## src/rtl/bmc_pkg.sv

```systemverilog
// Shared constants and state encoding for the Lighthouse V2 BMC front end.
// pulse_identifier's >>4 timestamp scaling assumes TICKS_PER_BIT stays 16.
package bmc_pkg;

  localparam int NBITS         = 17;
  localparam int TS_WIDTH      = 24;
  localparam int TICKS_PER_BIT = 16;
  localparam int HALF_BIT      = TICKS_PER_BIT / 2;

  typedef enum logic [1:0] {
    IDLE   = 2'd0,
    DECODE = 2'd1,
    DONE   = 2'd2
  } bmc_state_e;

endpackage

```

## src/rtl/edge_sync.sv

```systemverilog
// Two-flop synchroniser for an asynchronous sensor pin, plus a toggle detector
// on the synchronised level.
module edge_sync (
  input  logic clk_96MHz,
  input  logic async_in,
  output logic sync_out,
  output logic edge_out
);

  logic meta_q;
  logic sync_q;
  logic prev_q;

  // No reset: a stable pin then never produces a spurious edge when reset lifts.
  always_ff @(posedge clk_96MHz) begin
    meta_q <= async_in;
    sync_q <= meta_q;
    prev_q <= sync_q;
  end

  assign sync_out = sync_q;
  assign edge_out = sync_q ^ prev_q;

endmodule

```

## src/rtl/bmc_decoder.sv

```systemverilog
// Per-sensor BMC decoder: captures the first NBITS bits of a sweep and the
// sys_ts of the edge opening bit 0, then holds them until reset.
//
// state  | meaning
// IDLE   | waiting for the first D edge with the envelope active
// DECODE | classifying D edge intervals into half/full bits
// DONE   | word captured, outputs frozen until reset
module bmc_decoder
  import bmc_pkg::*;
#(
  parameter int SHORT_MIN = 5,
  parameter int SHORT_MAX = 11,
  parameter int LONG_MAX  = 22
) (
  input  logic                clk_96MHz,
  input  logic                reset,
  input  logic                sensor_e,
  input  logic                sensor_d,
  input  logic [TS_WIDTH-1:0] sys_ts,
  output logic [NBITS-1:0]    decoded_data,
  output logic [TS_WIDTH-1:0] ts_data,
  output logic                data_availible
);

  localparam logic [5:0] SHORT_MIN_V = 6'(SHORT_MIN);
  localparam logic [5:0] SHORT_MAX_V = 6'(SHORT_MAX);
  localparam logic [5:0] LONG_MAX_V  = 6'(LONG_MAX);
  localparam logic [4:0] LAST_BIT    = 5'(NBITS - 1);

  logic e_sync, e_edge, d_sync, d_edge, e_rise;

  edge_sync u_sync_e (
    .clk_96MHz (clk_96MHz),
    .async_in  (sensor_e),
    .sync_out  (e_sync),
    .edge_out  (e_edge)
  );

  edge_sync u_sync_d (
    .clk_96MHz (clk_96MHz),
    .async_in  (sensor_d),
    .sync_out  (d_sync),
    .edge_out  (d_edge)
  );

  bmc_state_e          state_q, state_d;
  logic [4:0]          cnt_q, cnt_d;
  logic [4:0]          bits_q, bits_d;
  logic                half_q, half_d;
  logic [NBITS-1:0]    shreg_q, shreg_d;
  logic [TS_WIDTH-1:0] ts_begin_q, ts_begin_d;
  logic [NBITS-1:0]    dec_d;
  logic [TS_WIDTH-1:0] tsd_d;
  logic                dav_d;
  logic [5:0]          interval;
  logic                short_win, long_win, too_long;

  // The envelope can only rise while decoding, since IDLE requires it low.
  assign e_rise = e_edge & e_sync;

  // Ticks since the previous accepted edge, counting the current cycle.
  assign interval  = {1'b0, cnt_q} + 6'd1;
  assign short_win = (interval >= SHORT_MIN_V) && (interval <= SHORT_MAX_V);
  assign long_win  = (interval > SHORT_MAX_V) && (interval <= LONG_MAX_V);
  assign too_long  = (interval > LONG_MAX_V);

  always_ff @(posedge clk_96MHz) begin
    if (reset) begin
      state_q        <= IDLE;
      cnt_q          <= '0;
      bits_q         <= '0;
      half_q         <= 1'b0;
      shreg_q        <= '0;
      ts_begin_q     <= '0;
      decoded_data   <= '0;
      ts_data        <= '0;
      data_availible <= 1'b0;
    end else begin
      state_q        <= state_d;
      cnt_q          <= cnt_d;
      bits_q         <= bits_d;
      half_q         <= half_d;
      shreg_q        <= shreg_d;
      ts_begin_q     <= ts_begin_d;
      decoded_data   <= dec_d;
      ts_data        <= tsd_d;
      data_availible <= dav_d;
    end
  end

  always_comb begin
    state_d    = state_q;
    cnt_d      = (cnt_q == 5'd31) ? cnt_q : cnt_q + 5'd1;
    bits_d     = bits_q;
    half_d     = half_q;
    shreg_d    = shreg_q;
    ts_begin_d = ts_begin_q;
    dec_d      = decoded_data;
    tsd_d      = ts_data;
    dav_d      = data_availible;

    case (state_q)
      IDLE: begin
        if (d_edge && !e_sync) begin
          state_d    = DECODE;
          cnt_d      = '0;
          bits_d     = '0;
          half_d     = 1'b0;
          ts_begin_d = sys_ts;
        end
      end

      DECODE: begin
        if (e_rise) begin
          state_d = IDLE;
        end else if (d_edge) begin
          cnt_d = '0;
          if (short_win && !half_q) begin
            half_d = 1'b1;
          end else if (short_win || (long_win && !half_q)) begin
            shreg_d = {shreg_q[NBITS-2:0], short_win};
            bits_d  = bits_q + 5'd1;
            half_d  = 1'b0;
            if (bits_q == LAST_BIT) begin
              state_d = DONE;
              dec_d   = shreg_d;
              tsd_d   = ts_begin_q;
              dav_d   = 1'b1;
            end
          end else begin
            // Glitch, long after a lone half-bit, or overlong gap: this edge opens a new bit 0.
            ts_begin_d = sys_ts;
            bits_d     = '0;
            half_d     = 1'b0;
          end
        end else if (too_long) begin
          state_d = IDLE;
        end
      end

      DONE: begin
      end

      default: state_d = IDLE;
    endcase
  end

endmodule

```

## config.mk

```make
export PLATFORM = sky130hd
export DESIGN_NAME = bmc_decoder
export DESIGN_NICKNAME = d
export VERILOG_FILES = /design/src/rtl/bmc_pkg.sv /design/src/rtl/edge_sync.sv /design/src/rtl/bmc_decoder.sv
export SDC_FILE = /design/constraint.sdc
export NUM_CORES = 1
export LEC_CHECK = 0
export ABC_CLOCK_PERIOD_IN_PS = 6500
export BUFFER_PORTS_ARGS = -buffer_cell sky130_fd_sc_hd__clkbuf_2
export CAP_MARGIN = 20
export CORE_MARGIN = 2
export CORE_UTILIZATION = 45
export CTS_CLUSTER_DIAMETER = 40
export DETAILED_ROUTE_END_ITERATION = 6
export PLACE_DENSITY = 0.74
export SLEW_MARGIN = 20
export SYNTH_ARGS = -nofsm -noshare
export SYNTH_HDL_FRONTEND = slang
export SYNTH_SLANG_ARGS = --single-unit
```

## constraint.sdc

```tcl
create_clock -name clk_96MHz -period 6.5 [get_ports clk_96MHz]
set_input_delay 1.3 -clock clk_96MHz [delete_from_list [all_inputs] [get_ports clk_96MHz]]
set_output_delay 1.3 -clock clk_96MHz [all_outputs]
set_load 0.05 [all_outputs]
```

After elaboration in Yosys (flattened, before gate mapping)
Cells that the tools add are included.

storage, ports and cells
  bits in registers = 101
  input bits = 28
  output and inout bits = 42

cells by class
  $add $sub $neg = 3
  $lt $le $gt $ge = 5
  equal/unequal tests = 13
  mux-type cells = 30
  bitwise logic cells = 6
  reduce and logical (&&, ||, !) cells = 16

operators by type and width
  cell                                                                                  count
  24-bit two-way mux                                                                    5
  24-bit one-hot mux with 2 select lines                                                1
  5-bit two-way mux                                                                     9
  5-bit one-hot mux with 2 select lines                                                 2
  6-bit AND reduction                                                                   3
  4-bit != test (second input constant)                                                 4
  2-bit two-way mux                                                                     7
  5-bit by 1-bit adder with 5-bit output (second input constant)                        2
  5-bit == test (second input constant)                                                 2
  2-bit != test (second input constant)                                                 5
  5-bit AND reduction                                                                   2
  5-bit by 1-bit adder with 6-bit output (second input constant)                        1
  6-bit by 3-bit greater-or-equal comparator with 1-bit output (second input constant)  1
  6-bit by 4-bit > comparator with 1-bit output (second input constant)                 1
  6-bit by 5-bit > comparator with 1-bit output (second input constant)                 1
  6-bit by 4-bit <= comparator with 1-bit output (second input constant)                1
  6-bit by 5-bit <= comparator with 1-bit output (second input constant)                1
  2-bit one-hot mux with 3 select lines                                                 1
  1-bit logical AND                                                                     5
  1-bit two-way mux                                                                     4
  4-bit AND reduction                                                                   1
  1-bit NOT                                                                             3
  2-bit by 1-bit == test with 1-bit output (second input constant)                      1
  2-bit == test (second input constant)                                                 1
  other kinds (7)                                                                       9

Depth between registers and ports, before layout
Gate-level depths: netlist (run 1).

  depth after elaboration = 10
  gate-level depth with buffers = 12
  gate-level depth less buffers = 9

Modules after synthesis
A second synthesis (run 1) with hierarchy kept.

unflattened totals
  cell total of the unflattened synthesis = 494
  area, all modules = 4421.7 um2

by module, submodules not included
  module       instances  cells each  area an instance (um2)
  bmc_decoder  1          486         4284.1
  edge_sync    2          4           68.8

Worst setup path after synthesis (run 1)
No wires, ideal clock.

  path type = register -> register
  start = register cnt_q[0]
  end = register ts_begin_q[10]
  setup time = 0.072 ns
  data arrival time = 2.408 ns
  slack = 4.020 ns
  cell stages (with the launch flop) = 11
  buffers on the path = 2
  cell sequence = dfxtp_1 > inv_1 > ha_1 > or3b_1 > a32o_1 > o22ai_2 > o21ai_0 > a21oi_1 > buf_4 > buf_6 > mux2i_1

on the way
  cells in the longest elaborated chain, start to end = 7
  elaborated cells between the ends (all ways) = 13

RTL lines
  item                                                                                                             line                text
  start: declaration                                                                                               bmc_decoder.sv:47   logic [4:0] cnt_q, cnt_d;
  start signal: assignment                                                                                         bmc_decoder.sv:80   cnt_q <= cnt_d;
  5-bit by 1-bit adder with 6-bit output *                                                                         bmc_decoder.sv:62   assign interval = {1'b0, cnt_q} + 6'd1;
  6-bit by 4-bit > comparator with 1-bit output or 6-bit by 5-bit <= comparator with 1-bit output (tied branches)  bmc_decoder.sv:64   assign long_win = (interval > SHORT_MAX_V) && (interval <= LONG_MAX_V);
  1-bit logical AND                                                                                                bmc_decoder.sv:64
  1-bit logical AND                                                                                                bmc_decoder.sv:120  end else if (short_win || (long_win && !half_q)) begin
  1-bit logical OR                                                                                                 bmc_decoder.sv:120
  2-bit != test (no line)                                                                                          -
  6-bit AND reduction (no line) *                                                                                  -
  end signal: assignment                                                                                           bmc_decoder.sv:84   ts_begin_q <= ts_begin_d;
  end: declaration                                                                                                 bmc_decoder.sv:51   logic [TS_WIDTH-1:0] ts_begin_q, ts_begin_d;

Every way passes the cells marked *; elsewhere a longest branch is shown, timed or not.
A chain may end at the register's enable or synchronous reset.

Final worst setup path (run 1)
  start = register cnt_q[0]
  end = register ts_begin_q[21]

The elaborated chain is that of the path after synthesis.

==> impl_metrics.json, run 1 <==
{
  "floorplan.die.height_um": 103,
  "postCtsHoldBufs": 0,
  "grt.overflow.total": 0,
  "timing.critical_path.from_type": "flip-flop",
  "synth.yosys.warnings": 0,
  "power_per_cell_area_nw_per_um2": 230,
  "drt_iter0_drc": 160,
  "post_synth_num_cell_types": 40,
  "tns_ns": 0,
  "vdd.ir_drop.worst_uv": 116,
  "worstSetupEndpointType": "flip-flop",
  "cts_tree": "done",
  "detailed_route_wl_mm": 8.13,
  "htreeDepth": 3,
  "routed_wire_length_per_instance_um": 13.1,
  "ys_seq_elements": 101,
  "setup_repair_after_global_routing_missed_its_margin": "no",
  "synth.yosys.seq_area_share_pct": 45.8,
  "clock_tree.root_cell": "clkbuf_8",
  "final_layout_size_suffix_gt1_share_pct": 27.7,
  "worst_skew_pair_later_pin_latency_ns": 0.36,
  "crit_path_start": "cnt_q[0]",
  "async_reset_ff_share_pct": 0,
  "die-area_um2": 10600,
  "grt_first_pass_wirelength_mm": 13.0,
  "whs_path_depth": 0,
  "report.final.hold_viol_count": 0,
  "top_library_cells_by_usage_in_the_layout_fill_and_taps_aside": "101 x dfxtp_1, 70 x nand2b_1, 69 x clkbuf_2",
  "via_per_inst": 4.97,
  "timing.final.crit_period_ns": 3.17,
  "cts_buffer_depth": 2,
  "ff_latch_area_um2": 2020,
  "die_width_um": 103,
  "finalCoreUtilization_pct": 52.0,
  "globalplace.congestion": 0.825,
  "starting_density_of_the_core_pct": 45.8,
  "outcome": "finished clean",
  "detailroute.wirelength.met2_mm": 3.74,
  "synth-xor-area-share_pct": 1.59,
  "maximum_number_of_pins_on_one_net_before_global_route_repair": 118,
  "timing.final.crit_share_pct": 48.7,
  "filler_cell_count": 906,
  "synth_edf_count": 0,
  "first_global_vias": 2875,
  "timing.fmax_mhz": 316,
  "leakage_uw": 0.00188,
  "skew_ns": 0.0132,
  "share_of_synthesized_area_spent_on_multiplexers_pct": 9.29,
  "layout-area-overhead-vs-synth_pct": 13.5,
  "ff2ff_path_depth": 8,
  "synth_area_um2": 4420,
  "worst_r2r_startpoint": "cnt_q[0]",
  "antenna_left": 0,
  "synthesis.instances": 429,
  "final_common_cell": "dfxtp_1",
  "synth_largest_area_cell": "dfxtp_1",
  "finalSetupViolCount": 0,
  "io_buffers": 69,
  "timing.critical_path.arrival_ns": 3.45,
  "hold_start": "u_sync_d.meta_q",
  "antennaDiodeCount": 0,
  "synthSimpleGateAreaFrac_pct": 24.1,
  "grt_usage_pct": 15.4,
  "finalMaxSlewViolations": 0,
  "number_of_drc_violations_after_detailed_routing": 0,
  "core_area_um2": 9640,
  "crit_type": "reg -> reg",
  "detail_route.wirelength.met1_mm": 3.86,
  "syn_area_per_cell_um2": 10.3,
  "routed-wl-met3_um": 403,
  "multi_input_comb_area_um2": 2180,
  "drv.max_cap_violation_count": 0,
  "detailed_place_hpwl_mm": 5.30,
  "synth_area_leaders": "dfxtp_1 46%, nand2b_1 9.9%, mux2i_1 9.3%",
  "worst_hold_path_type": "reg -> reg",
  "max_slew.worst_pin.slew_ns": 0.848,
  "rows": 36,
  "maxUsedRoutingLayer": "met4",
  "cts-buffers-inserted": 9,
  "slew_limit_headroom_pct": 43.5,
  "share_of_yosys_cell_area_claimed_by_the_top_area_cell_type_pct": 45.8,
  "synthesis.nets": 464,
  "clock_slew_seen_by_the_registers_of_the_worst_setup_and_hold_paths_ns": 0.09,
  "synth_compound_area_share_pct": 12.0,
  "critPathMaxFanout": 16,
  "required_time_reported_for_the_critical_path_endpoint_ns": 6.78,
  "num_io_pins": 70,
  "dr_total_vias": 3087,
  "post_cts_repair_timing_setup_buffer_count": 0,
  "nets": 518,
  "cts_num_sinks": 101,
  "synth_top_family_by_area": "simple AND/OR/NAND/NOR gates",
  "drt_first_pass_iters": 4,
  "cts.repair.resized": 0,
  "post_synth_fa_ha_maj_area_fraction_pct": 1.98,
  "synth_top_flop_cell": "dfxtp_1",
  "antenna_found_initial": 0
}
[power breakdown]
| part | switching (uW) | total, uW | leakage [uW] | internal, uW |
|---|---|---|---|---|
| registers | 9.02 | 643 | 0.000820 | 634 |
| clock network | 206 | 423 | 0.000110 | 217 |
| logic | 43.0 | 85.4 | 0.000953 | 42.3 |
| total | 258 | 1150 | 0.00188 | 893 |
[flip-flops by register name (all words and copies together) (netlist names)]
signal             count
u_sync_e.prev_q        1
ts_begin_q            24
decoded_data          17
u_sync_e.meta_q        1
u_sync_d.prev_q        1
u_sync_d.meta_q        1
bits_q                 5
ts_data               24
shreg_q               16
u_sync_e.sync_out      1
half_q                 1
u_sync_d.sync_out      1
data_availible         1
cnt_q                  5
state_q                2
[final cells by class]
class,instances,area share [%]
clock buffers,10,2.55
clock inverters,6,1.75
inverters,8,0.599
multi-input cells,290,43.6
flip-flops and latches,101,40.3
well taps,133,3.32
repair buffers,73,7.89
[cell families after synthesis]
kind of cell	after synthesis
adder cells (fa/ha/maj)	7
multiplexers	41
XOR/XNOR	8
flip-flops	101
AO/OA/AOI/OAI	70
AND/OR/NAND/NOR	164
buffers and inverters	38
[worst paths after layout]
| check | end | slack (ns) |
|---|---|---|
| setup / recovery | ts_begin_q[21] | 3.33 |
| hold / removal | u_sync_d.sync_out | 0.33 |
| setup reg to reg | ts_begin_q[21] | 3.33 |
| hold reg to reg | u_sync_d.sync_out | 0.33 |
[critical path, stage by stage (launching register included)]
cell	delay (ns)
dfxtp_1	0.48
ha_1	0.40
nand2b_1	0.20
a21oi_1	0.11
o31ai_4	0.48
o21ai_0	0.30
a21oi_4	0.64
buf_8	0.25
mux2i_1	0.21
[synth_stat cells, types with 4 or more instances]
library cell,count
dfxtp_1,101
nand2b_1,70
mux2i_1,41
nand3b_1,36
o21ai_2,30
clkbuf_1,15
nor2_1,15
buf_6,11
nor3_1,10
o21ai_0,10
o21ai_1,10
a21oi_1,9
nand3b_2,9
inv_1,8
ha_1,7
nand3_1,5
xnor2_1,5
nor2b_1,4
or3_1,4
[per-layer routing]
layer	GRT usage [%]	vias to the layer above
met3	3.66	11
met5	0	-
li1	-	1590
met4	6.98	0
met1	20.0	1426
met2	24.3	60
[per-stage QoR]
step / setup WS (ns) / area (um^2) / hold WS, ns / power [uW] / instances
2_1_floorplan: 4.02 / 4420 / 0.310 / 721 / 429
3_3_place_gp: 3.36 / 4760 / 0.314 / 738 / 603
3_5_place_dp: 3.21 / 4760 / 0.314 / 742 / 603
4_1_cts: 3.19 / 4980 / 0.336 / 1160 / 619
5_1_grt: 3.10 / 5010 / 0.349 / 1200 / 621
6_report: 3.33 / 5010 / 0.333 / 1150 / 621
(Power assumes the default switching activity.)
==> inputs of run 2 (changes only) <==
--- a/config.mk
+++ b/config.mk
@@ -5,14 +5,14 @@
 export SDC_FILE = /design/constraint.sdc
 export NUM_CORES = 1
 export LEC_CHECK = 0
-export ABC_CLOCK_PERIOD_IN_PS = 6500
+export ABC_CLOCK_PERIOD_IN_PS = 2760
 export BUFFER_PORTS_ARGS = -buffer_cell sky130_fd_sc_hd__clkbuf_2
 export CAP_MARGIN = 20
 export CORE_MARGIN = 2
 export CORE_UTILIZATION = 45
 export CTS_CLUSTER_DIAMETER = 40
 export DETAILED_ROUTE_END_ITERATION = 6
-export PLACE_DENSITY = 0.74
+export PLACE_DENSITY = 0.76
 export SLEW_MARGIN = 20
 export SYNTH_ARGS = -nofsm -noshare
 export SYNTH_HDL_FRONTEND = slang
==> constraint.sdc (replaced) <==
create_clock -name clk_96MHz -period 2.76 [get_ports clk_96MHz]
set_input_delay 0.552 -clock clk_96MHz [delete_from_list [all_inputs] [get_ports clk_96MHz]]
set_output_delay 0.552 -clock clk_96MHz [all_outputs]
set_load 0.05 [all_outputs]
==> impl_metrics.json, run 2 (synthesis results as in run 1) <==
{
  "timing.final.crit_period_ns": 2.58,
  "via_per_inst": 5.00,
  "cts_buffer_depth": 2,
  "detailed_route_wl_mm": 8.11,
  "finalMaxSlewViolations": 0,
  "required_time_reported_for_the_critical_path_endpoint_ns": 3.04,
  "post_cts_repair_timing_setup_buffer_count": 0,
  "num_io_pins": 70,
  "slew_limit_headroom_pct": 55.4,
  "critPathMaxFanout": 14,
  "first_global_vias": 2912,
  "drt_first_pass_iters": 5,
  "final_layout_size_suffix_gt1_share_pct": 29.0,
  "die_width_um": 103,
  "worst_hold_path_type": "in -> reg",
  "crit_type": "reg -> reg",
  "starting_density_of_the_core_pct": 45.8,
  "clock_tree.root_cell": "clkbuf_8",
  "timing.critical_path.from_type": "flip-flop",
  "grt_first_pass_wirelength_mm": 13.5,
  "cts_tree": "done",
  "critical-path-top-delay-family": "compound AO/OA/AOI/OAI gates",
  "clock_slew_seen_by_the_registers_of_the_worst_setup_and_hold_paths_ns": 0.09,
  "routed_wire_length_per_instance_um": 13.0,
  "report.final.hold_viol_count": 0,
  "drv.max_cap_violation_count": 0,
  "worst_skew_pair_later_pin_latency_ns": 0.35,
  "vdd.ir_drop.worst_uv": 322,
  "max_slew.worst_pin.slew_ns": 0.662,
  "floorplan.die.height_um": 103,
  "skew_ns": 0.00779,
  "rows": 36,
  "timing.critical_path.arrival_ns": 2.86,
  "number_of_drc_violations_after_detailed_routing": 0,
  "leakage_uw": 0.00191,
  "worstPathCellList": "inv_1 > ha_1 > or3b_1 > a32o_1 > o22ai_2 > buf_4 > o21ai_1 > a21oi_4 > buf_12 > mux2i_1",
  "maximum_number_of_pins_on_one_net_before_global_route_repair": 85,
  "antenna_left": 0,
  "reg.largest.list": "ts_begin_q (24), ts_data (24), decoded_data (17)",
  "timing.fmax_mhz": 388,
  "worstSetupEndpointType": "flip-flop",
  "antennaDiodeCount": 0,
  "layout-area-overhead-vs-synth_pct": 14.9,
  "setup_repair_after_global_routing_missed_its_margin": "no",
  "power_per_cell_area_nw_per_um2": 507,
  "dr_total_vias": 3127,
  "antenna_found_initial": 0,
  "nets": 524,
  "cts_num_sinks": 101,
  "detailedPlace.worstSlack_ns": 0.0374,
  "finalSetupViolCount": 0,
  "grt_usage_pct": 15.8,
  "globalplace.congestion": 0.865,
  "io_buffers": 69,
  "htreeDepth": 3,
  "outcome": "finished clean",
  "drt_iter0_drc": 115,
  "timing.final.ws_setup_ns": 0.181,
  "top_library_cells_by_usage_in_the_layout_fill_and_taps_aside": "99 x dfxtp_1, 70 x nand2b_1, 69 x clkbuf_2",
  "die-area_um2": 10600,
  "grt.overflow.total": 0,
  "core_area_um2": 9640,
  "tns_ns": 0,
  "timing.final.crit_share_pct": 93.4,
  "detailed_place_hpwl_mm": 5.44,
  "cts-buffers-inserted": 9,
  "worst_path_max_delay_cell": "dfxtp_2",
  "cpPeakStageDelay_ns": 0.39,
  "worst-path-buf-inv": 3,
  "final_common_cell": "dfxtp_1"
}
==> run 2: per-stage QoR <==
stage | cell area [um^2] | util [%] | std cells | hold WS (ns) | total power, uW
after floorplan | 4420 | - | 429 | 0.310 | 1700
after global placement | 4870 | 50.5 | 610 | 0.314 | 1750
after detailed placement | 4870 | 50.5 | 610 | 0.312 | 1760
after CTS | 5050 | 52.4 | 625 | 0.273 | 2610
after global routing | 5080 | 52.7 | 626 | 0.266 | 2690
final | 5080 | 52.7 | 626 | 0.295 | 2570
==> run 2: report_power, final <==
part           internal (uW)  switching, uW  leakage, uW
clock network            373            468    0.0000884
logic                    112            108      0.00100
registers               1490           19.8     0.000820
==> run 2: area by class of cell <==
type | count | area [um^2]
Fill cell | 905 | 4560
Multi-Input combinational cell | 290 | 2190
Sequential cell | 101 | 2020
Timing Repair Buffer | 79 | 488
Tap cell | 133 | 166
Clock buffer | 12 | 155
Inverter | 8 | 30.0
Clock inverter | 3 | 21.3
==> run 2: path summary, 6_finish.rpt <==
kind	from	end	slack, ns	cells after the start
worst max-delay path	cnt_q[1]	ts_begin_q[15]	0.18	10
worst min-delay path	sensor_e	u_sync_e.meta_q	0.29	1
worst max register to register	cnt_q[1]	ts_begin_q[15]	0.18	10
worst min register to register	u_sync_d.meta_q	u_sync_d.sync_out	0.34	0
==> run 2: routing by layer <==
metal / up-vias / routed length, um / global-route usage (%)
li1: 1606 / - / -
met1: 1442 / 3820 / 20.2
met2: 71 / 3690 / 24.8
met3: 8 / 448 / 4.88
met4: 0 / 150 / 6.68
met5: - / 0 / 0
==> run 2: timing repair <==
action,in CTS,in global routing
hold buffers,0,0
resized for setup,1,3
pin swaps,0,1
endpoints found under the setup margin,1,28
cloned,0,1
